[src/rtl/wb_spi_master_if.sv]
// wb_spi_master_if: Wishbone slave bus bundle for the SPI master register file
interface wb_spi_master_if #(parameter int ADR_W = 24);
  logic cyc;
  logic stb;
  logic we;
  logic [ADR_W-1:0] adr;
  logic [31:0] wdat;
  logic [31:0] rdat;
  logic ack;
  modport master(output cyc, stb, we, adr, wdat, input rdat, ack);
  modport slave(input cyc, stb, we, adr, wdat, output rdat, ack);
endinterface

[src/rtl/wb_spi_master.sv]
// wb_spi_master: Wishbone-controlled SPI mode-0 master, MSB first, one byte per transfer
module wb_spi_master #(
  parameter int ADR_W = 24,
  parameter logic [7:0] DEFAULT_DIV = 8'd3
) (
  input  logic clk,
  input  logic rst_n,
  wb_spi_master_if.slave wb,
  output logic o_sck,
  output logic o_ssn,
  output logic o_mosi,
  input  logic i_miso,
  output logic o_busy,
  output logic o_irq
);
  typedef enum logic [1:0] {IDLE, SETUP, SHIFT, HOLD} state_t;
  state_t state, state_n;
  logic cs_hold, irq_en, rx_valid, overrun;
  logic [7:0] clkdiv, hcnt, shreg, rxdata;
  logic [2:0] bcnt;
  logic req, wr, rd, hdone, done, ready, start, unused;
  logic [1:0] a;
  assign a = wb.adr[1:0];
  assign req = wb.cyc && wb.stb && !wb.ack;
  assign wr = req && wb.we;
  assign rd = req && !wb.we;
  assign hdone = hcnt >= clkdiv;
  assign done = state == HOLD && hdone;
  assign ready = state == IDLE || done;
  assign start = wr && a == 2'd2 && ready;
  assign o_busy = state != IDLE;
  assign o_ssn = state == IDLE && !cs_hold;
  assign o_irq = rx_valid && irq_en;
  assign unused = ^{wb.adr[ADR_W-1:2], wb.wdat[31:16]};
  // state register
  always_ff @(posedge clk or negedge rst_n)
    if (!rst_n) state <= IDLE;
    else state <= state_n;
  // next state: each non-idle state advances on a half-period boundary
  always_comb begin
    state_n = state;
    case (state)
      IDLE:  state_n = start ? SETUP : IDLE;
      SETUP: state_n = hdone ? SHIFT : SETUP;
      SHIFT: state_n = (hdone && o_sck && bcnt == 3'd7) ? HOLD : SHIFT;
      HOLD:  state_n = start ? SETUP : hdone ? IDLE : HOLD;
      default: state_n = IDLE;
    endcase
  end
  // shift datapath: sample MISO on SCK rise, present next MOSI bit on SCK fall
  always_ff @(posedge clk or negedge rst_n)
    if (!rst_n) begin
      hcnt <= 8'd0;
      bcnt <= 3'd0;
      shreg <= 8'd0;
      rxdata <= 8'd0;
      o_sck <= 1'b0;
      o_mosi <= 1'b0;
    end else begin
      if (start) begin
        hcnt <= 8'd0;
        bcnt <= 3'd0;
        shreg <= wb.wdat[7:0];
        o_mosi <= wb.wdat[7];
        o_sck <= 1'b0;
      end else if (state != IDLE) begin
        hcnt <= hdone ? 8'd0 : hcnt + 8'd1;
        if (state == SHIFT && hdone && !o_sck) begin
          o_sck <= 1'b1;
          shreg <= {shreg[6:0], i_miso};
        end
        if (state == SHIFT && hdone && o_sck) begin
          o_sck <= 1'b0;
          o_mosi <= shreg[7];
          bcnt <= bcnt + {2'b0, bcnt != 3'd7};
        end
      end
      if (done) rxdata <= shreg;
    end
  // register file and bus response; status sets take priority over clears
  always_ff @(posedge clk or negedge rst_n)
    if (!rst_n) begin
      wb.ack <= 1'b0;
      wb.rdat <= 32'd0;
      clkdiv <= DEFAULT_DIV;
      irq_en <= 1'b0;
      cs_hold <= 1'b0;
      rx_valid <= 1'b0;
      overrun <= 1'b0;
    end else begin
      wb.ack <= req;
      if (rd)
        wb.rdat <= a == 2'd0 ? {16'd0, clkdiv, 6'd0, irq_en, cs_hold} :
                   a == 2'd1 ? {29'd0, overrun, rx_valid, o_busy} :
                   a == 2'd3 ? {24'd0, rxdata} : 32'd0;
      if (wr && a == 2'd0) begin
        clkdiv <= wb.wdat[15:8];
        irq_en <= wb.wdat[1];
        cs_hold <= wb.wdat[0];
      end
      rx_valid <= done || (rx_valid && !(rd && a == 2'd3) && !(wr && a == 2'd1 && wb.wdat[1]));
      overrun <= (wr && a == 2'd2 && !ready) || (overrun && !(wr && a == 2'd1 && wb.wdat[2]));
    end
endmodule

[src/flat_wrapper.sv]
// flat-port wrapper written by rule: the top's interface ports become plain ports
module wb_spi_master_flat 
#(
  parameter int ADR_W = 24,
  parameter logic [7:0] DEFAULT_DIV = 8'd3
)
  (clk, rst_n, o_sck, o_ssn, o_mosi, i_miso, o_busy, o_irq, wb_cyc, wb_stb, wb_we, wb_adr, wb_wdat, wb_rdat, wb_ack);
  wb_spi_master_if #(.ADR_W(ADR_W)) wb_i ();
  input  logic clk;
  input  logic rst_n;
  output logic o_sck;
  output logic o_ssn;
  output logic o_mosi;
  input  logic i_miso;
  output logic o_busy;
  output logic o_irq;
  input wire logic [$bits(wb_i.cyc)-1:0] wb_cyc;
  input wire logic [$bits(wb_i.stb)-1:0] wb_stb;
  input wire logic [$bits(wb_i.we)-1:0] wb_we;
  input wire logic [$bits(wb_i.adr)-1:0] wb_adr;
  input wire logic [$bits(wb_i.wdat)-1:0] wb_wdat;
  output wire logic [$bits(wb_i.rdat)-1:0] wb_rdat;
  output wire logic [$bits(wb_i.ack)-1:0] wb_ack;
  assign wb_i.cyc = wb_cyc;
  assign wb_i.stb = wb_stb;
  assign wb_i.we = wb_we;
  assign wb_i.adr = wb_adr;
  assign wb_i.wdat = wb_wdat;
  assign wb_rdat = wb_i.rdat;
  assign wb_ack = wb_i.ack;
  wb_spi_master #(.ADR_W(ADR_W), .DEFAULT_DIV(DEFAULT_DIV)) u_core (.clk(clk), .rst_n(rst_n), .wb(wb_i), .o_sck(o_sck), .o_ssn(o_ssn), .o_mosi(o_mosi), .i_miso(i_miso), .o_busy(o_busy), .o_irq(o_irq));
endmodule
[config.mk]
export PLATFORM = sky130hd
export DESIGN_NAME = wb_spi_master_flat
export DESIGN_NICKNAME = d
export VERILOG_FILES = /design/src/rtl/wb_spi_master_if.sv /design/src/rtl/wb_spi_master.sv /design/src/flat_wrapper.sv
export SDC_FILE = /design/constraint.sdc
export NUM_CORES = 1
export LEC_CHECK = 0
export CAP_MARGIN = 20
export CORE_MARGIN = 5
export CORE_UTILIZATION = 50
export DETAILED_ROUTE_END_ITERATION = 10
export PLACE_DENSITY = 0.82
export SETUP_SLACK_MARGIN = 0.2
export SYNTH_ARGS = -nofsm -noshare
export SYNTH_HDL_FRONTEND = slang
export SYNTH_SLANG_ARGS = --single-unit
[constraint.sdc]
create_clock -name clk -period 6.8 [get_ports clk]
set_input_delay 1.7 -clock clk [delete_from_list [all_inputs] [get_ports clk]]
set_output_delay 1.7 -clock clk [all_outputs]
set_load 0.05 [all_outputs]
==> results.json, run 1 <==
{
  "whs_ns": 0.476,
  "rows": 28,
  "drtIter0Drc": 99,
  "clock_latency_ns": 0.33,
  "synth_area_leaders": "dfrtp_1 (48%), nand2_1 (6.0%), mux2_2 (4.8%)",
  "cpMostUsedCell": "nor2_1",
  "slew_headroom_pct": 48.5,
  "end_kind": "output pin",
  "core_sq_mm": 0.00589,
  "critPathMaxStageDelay_ns": 0.82,
  "multi_input_area_sq_mm": 0.00134,
  "die_area_sq_mm": 0.00769,
  "period_share_pct": 61.4,
  "finalWirelength_um": 6010,
  "crit_fanout": 9,
  "yosys_most_used_dff": "dfrtp_1",
  "cap_viol_max_count": 0,
  "routedWlPerCell_um": 14.2,
  "power.density_mw_per_mm2": 347,
  "cts_buffers": 9,
  "ys_async_sr_fraction_pct": 100,
  "synth.avg_cell_area_sq_um": 10.1,
  "layout-drive-gt1-share_pct": 11.8,
  "hold_violations": 0,
  "grt_antenna_before_repair": 0,
  "io_buffers": 45,
  "post_cts_buffers": 0,
  "cp.required_ns": 5.10,
  "maxSlewViolCount": 0,
  "grt_max_degree": 61,
  "syn_area_sq_mm": 0.00302,
  "area_growth_pct": 21.6,
  "synth.ff_latch_count": 60,
  "nFillCells": 469,
  "hpwl_um": 4430,
  "synthDistinctLibCells": 50,
  "grt-ovfl-total": 0,
  "grt_pass1_vias": 2181,
  "fmax_mhz": 240,
  "grt_pass1_wl_um": 10300,
  "post-synth-top-area-cell": "dfrtp_1",
  "ctsHoldBuffers": 0,
  "critPathSlowestCell": "clkdlybuf4s50_1",
  "layout.nets": 416,
  "cts.sinks": 60,
  "worst-path-buf-inv": 2,
  "start_util_pct": 51.3,
  "hold_path_class": "reg2reg",
  "cts_root_buffer": "clkbuf_8",
  "fin_tns_setup_ns": 0,
  "max-clock-path-buffers": 2,
  "power.leakage_uw": 0.00172,
  "dieHeight_um": 87.7,
  "cp-start-kind": "flip-flop",
  "clkTransAtPathRegs_ns": 0.06,
  "crit_arrival_ns": 2.47,
  "yosys.area.top_type_share_pct": 48.1,
  "ctsHtreeMaxLevel": 3,
  "die_width_um": 87.7,
  "tightest_slew_ns": 0.769,
  "cts_tree": "done",
  "ys_warn_count": 0,
  "drc": 0,
  "grt_use_total_pct": 17.2,
  "layout_common_cells": "dfrtp_1 (58), nand2_1 (48), clkdlybuf4s50_1 (44)",
  "path_delay_family": "buffers and inverters",
  "crit_path_cell_trace": "nor2_1 > clkinv_1 > nor2_1 > clkdlybuf4s50_1",
  "diodes": 0,
  "io_pins": 100,
  "avgViaCountPerCell": 5.30,
  "setup_violations": 0,
  "period_minus_slack_ns": 4.17,
  "path_class": "reg2out",
  "final_common_cell": "dfrtp_1",
  "status": "finished, final reports clean",
  "synth_edf_count": 0,
  "yosysSeqAreaShare_pct": 49.8,
  "dr.pass1.iters": 4,
  "netlist_instances": 298,
  "rsz0062_at_grt": "false",
  "detail-route-antenna-nets": 0,
  "place_congestion": 0.807,
  "ctsResizeCount": 0,
  "regArea_sq_mm": 0.00150,
  "peakVddDrop_v": 0.000172,
  "fin_skew_ns": 0.00667,
  "num_vias": 2244
}
worst min-delay path: cells and delay by family (launching register included):
kind,cells,cell delay (ns)
flops,1,0.34
compound gates,1,0.06
simple gates,1,0.04
power breakdown:
part	switching (uW)	leakage (uW)	internal [uW]
clock network	134	0.000113	214
logic	246	0.000824	158
registers	80.0	0.000782	441
total	460	0.00172	813
final timing paths:
| path | startpoint | to | slack [ns] | cells after the start |
|---|---|---|---|---|
| setup / recovery | u_core.state[1] | o_ssn | 2.63 | 4 |
| hold / removal | u_core.wb.rdat[6] | u_core.wb.rdat[6] | 0.48 | 2 |
| setup reg to reg | u_core.hcnt[0] | u_core.o_mosi | 4.03 | 8 |
| hold reg to reg | u_core.wb.rdat[6] | u_core.wb.rdat[6] | 0.48 | 2 |
| max in group asynchronous | rst_n | u_core.wb.ack | 4.79 | 2 |
| min in group asynchronous | rst_n | u_core.o_mosi | 1.50 | 2 |
cells by family (layout without fill, tap and decap cells):
logic type	count (synthesis)	after routing	synth area share (%)
and+or+nand+nor	90	90	13.6
AOI/OAI and AO/OA	66	66	15.3
DFF	60	60	49.8
buffers and inverters	44	79	7.75
muxes	17	17	6.22
adders and majority gates	12	12	4.89
xor gates and xnor gates	8	8	2.32
other	1	16	0.124
sequential cells by signal (all words and copies together), names as in the netlist, 2 cells and up:
register / flops
u_core.clkdiv: 8
u_core.wb.rdat: 16
u_core.rxdata: 8
u_core.state: 2
u_core.bcnt: 3
u_core.hcnt: 8
u_core.shreg: 8
area by class of cell:
type | count | share of cell area, %
clock inverters | 5 | 2.04
multi-input cells | 209 | 36.4
repair buffers | 47 | 12.5
well taps | 75 | 2.56
inverters | 16 | 1.64
flip-flops and latches | 60 | 41.0
clock buffers | 11 | 3.85
metrics by stage:
stage,util [%],instances,area (sq um),worst slack (ns),total power (uW)
floorplan,-,313,3080,3.02,808
global placement,58.7,407,3460,2.41,909
detailed placement,58.7,407,3460,2.38,926
CTS,62.4,423,3670,2.60,1280
global route,62.4,423,3670,2.44,1350
finish,62.4,423,3670,2.63,1270
cells in the mapped netlist (6+ instances only):
master / count
mux2_2: 13
nand2_1: 48
xor2_1: 6
ha_1: 11
dfrtp_1: 58
a21o_1: 8
a22o_1: 8
a21oi_1: 6
o21ai_0: 27
nor2_1: 15
buf_4: 16
clkbuf_1: 10
inv_1: 15
routing by layer:
metal | part of all wire (%) | vias to the layer above | GRT usage (%) | wire, um
li1 | - | 1091 | - | -
met5 | 0 | - | 0 | 0
met1 | 44 | 1076 | 22.2 | 2630
met2 | 49 | 65 | 28.4 | 2950
met3 | 5.1 | 12 | 3.10 | 308
met4 | 2.0 | 0 | 7.39 | 120
Power figures use the tool's default switching activity.
==> run 2: changes to the inputs <==
--- a/config.mk
+++ b/config.mk
@@ -7,9 +7,9 @@
 export LEC_CHECK = 0
 export CAP_MARGIN = 20
 export CORE_MARGIN = 5
-export CORE_UTILIZATION = 50
+export CORE_UTILIZATION = 42
 export DETAILED_ROUTE_END_ITERATION = 10
-export PLACE_DENSITY = 0.82
+export PLACE_DENSITY = 0.73
 export SETUP_SLACK_MARGIN = 0.2
 export SYNTH_ARGS = -nofsm -noshare
 export SYNTH_HDL_FRONTEND = slang
==> constraint.sdc (replaced) <==
create_clock -name clk -period 3.75 [get_ports clk]
set_input_delay 0.9375 -clock clk [delete_from_list [all_inputs] [get_ports clk]]
set_output_delay 0.9375 -clock clk [all_outputs]
set_load 0.05 [all_outputs]
==> run 2 against run 1 <==
Compared with the run above:
- critical path depth is the same
- worst setup slack lost 2.0 ns
- utilization shrank 10 points
- first-iteration DRC count shrank 3.0%
- sequential power grew 81%
- routed wire length shrank 0.25%
- sequential share of layout area shrank 0.43 points
- non-clock buffer count grew 3
- hold slack lost 0.0010 ns
- sequential cell count is the same
- combinational power grew 83%
- design area grew 1.1%
- critical path type unchanged
- critical endpoint unchanged
- largest power group unchanged
==> results.json, run 2 (same netlist as run 1, synthesis figures left out) <==
{
  "status": "finished, final reports clean",
  "dieHeight_um": 94.8,
  "area_growth_pct": 22.9,
  "clock_latency_ns": 0.33,
  "ctsResizeCount": 0,
  "rows": 31,
  "setup_violations": 0,
  "layout-drive-gt1-share_pct": 12.5,
  "grt_max_degree": 43,
  "cts_buffers": 9,
  "fin_skew_ns": 0.00470,
  "power.density_mw_per_mm2": 611,
  "fin_tns_setup_ns": 0,
  "crit_fanout": 8,
  "start_util_pct": 42.3,
  "clkTransAtPathRegs_ns": 0.07,
  "cts_root_buffer": "clkbuf_8",
  "grt_antenna_before_repair": 0,
  "finalWirelength_um": 5990,
  "num_vias": 2209,
  "largest_reg_flops": 16,
  "place_congestion": 0.779,
  "period_minus_slack_ns": 3.14,
  "period_share_pct": 83.8,
  "multi_input_area_sq_mm": 0.00134,
  "drc": 0,
  "avgViaCountPerCell": 4.91,
  "crit_arrival_ns": 2.21,
  "power_switching_uw": 832,
  "power_frac_seq_pct": 41.7,
  "cts_tree": "done",
  "cp-start-kind": "flip-flop",
  "core_sq_mm": 0.00714,
  "die_width_um": 94.8,
  "layout_common_cells": "dfrtp_1 (58), nand2_1 (48), clkdlybuf4s50_1 (44)",
  "cts.sinks": 60,
  "grt-ovfl-total": 0,
  "diodes": 0,
  "io_buffers": 45,
  "hold_violations": 0,
  "dr.pass1.iters": 4,
  "die_area_sq_mm": 0.00898,
  "worst-path-buf-inv": 2,
  "peakVddDrop_v": 0.000391,
  "cap_viol_max_count": 0,
  "whs_ns": 0.475,
  "critPathMaxStageDelay_ns": 0.81,
  "path_class": "reg2out",
  "nFillCells": 660,
  "post_cts_buffers": 0,
  "slew_headroom_pct": 47.1,
  "end_kind": "output pin",
  "io_pins": 100,
  "drtIter0Drc": 96,
  "tightest_slew_ns": 0.789,
  "final_common_cell": "dfrtp_1",
  "fmax_mhz": 318,
  "ctsHtreeMaxLevel": 3,
  "hpwl_um": 4540,
  "grt_pass1_wl_um": 10100,
  "instances_no_fill": 450,
  "cpMostUsedCell": "nor2_1",
  "cp.required_ns": 2.81,
  "path_delay_family": "buffers and inverters",
  "ctsHoldBuffers": 0,
  "power.leakage_uw": 0.00172,
  "detail-route-antenna-nets": 0,
  "max-clock-path-buffers": 2,
  "switching_share_pct": 36.7,
  "crit_path_cell_trace": "nor2_1 > clkinv_1 > nor2_1 > clkdlybuf4s50_1",
  "combPwrFrac_pct": 32.7,
  "layout.nets": 419,
  "grt_pass1_vias": 2161,
  "clkPwrFrac_pct": 25.6,
  "grt_use_total_pct": 14.6,
  "top_register": "u_core.wb.rdat",
  "critPathSlowestCell": "clkdlybuf4s50_1",
  "maxSlewViolCount": 0,
  "dp_cells": 434,
  "rsz0062_at_grt": "false",
  "routedWlPerCell_um": 13.3,
  "hold_path_class": "reg2reg",
  "regArea_sq_mm": 0.00150,
  "power.internal_uw": 1430,
  "power.total_uw": 2270
}
-- run 2: changes by cell type in the layout (fill, tap and decap cells not counted) --
cell / change
clkbuf_8: +1
clkinv_2: -1
clkinvlp_4: +1
bufinv_16: -1
buf_4: +3
-- run 2: through the flow --
step | cell area, sq um | setup WS [ns] | util [%]
floorplan | 3080 | 0.733 | -
CTS | 3710 | 0.561 | 52.0
finish | 3710 | 0.607 | 52.0
detailed placement | 3510 | 0.725 | 49.2
global placement | 3510 | 0.740 | 49.2
global route | 3710 | 0.385 | 52.0
-- run 2: metal layers --
metal | part of all wire (%) | GRT usage [%] | routed length, um | vias to the layer above
met1 | 45 | 18.4 | 2730 | 1052
met3 | 5.2 | 4.06 | 309 | 10
met2 | 47 | 23.2 | 2840 | 54
li1 | - | - | - | 1093
met5 | 0 | 0 | 0 | -
met4 | 2.0 | 7.09 | 117 | 0
-- run 2: power groups by stage --
| stage | Sequential (uW) | Clock, uW | Combinational (uW) |
|---|---|---|---|
| final | 945 | 581 | 740 |
| after global routing | 966 | 624 | 818 |
| after CTS | 943 | 595 | 749 |
| after detailed placement | 954 | 0 | 744 |
| after global placement | 942 | 0 | 723 |
| after floorplan | 991 | 0 | 474 |
-- run 2: worst reg2reg max path: stages (launching register included) --
cell      delay (ns)
dfrtp_1         0.41
inv_1           0.10
ha_1            0.28
nand2b_1        0.14
a2111o_1        0.48
a211o_1         0.39
and3_1          0.35
a22o_1          0.30
a21o_1          0.16
-- run 2: final cells by class --
type | count | share of cell area (%)
timing repair buffer | 50 | 13.0
multi-input combinational | 209 | 36.0
inverter | 16 | 1.62
sequential | 60 | 40.5
clock inverter | 4 | 1.28
tap | 99 | 3.34
clock buffer | 12 | 4.18
-- run 2: path summary, 6_finish.rpt --
check / from / end / slack [ns] / cells past startpoint
hold / removal: u_core.wb.rdat[5] / u_core.wb.rdat[5] / 0.48 / 2
setup reg to reg: u_core.hcnt[0] / u_core.shreg[0] / 1.03 / 8
hold reg to reg: u_core.wb.rdat[5] / u_core.wb.rdat[5] / 0.48 / 2
min in group asynchronous: rst_n / u_core.o_mosi / 0.55 / 1
setup / recovery: u_core.state[1] / o_ssn / 0.61 / 4
max in group asynchronous: rst_n / u_core.clkdiv[1] / 2.32 / 2
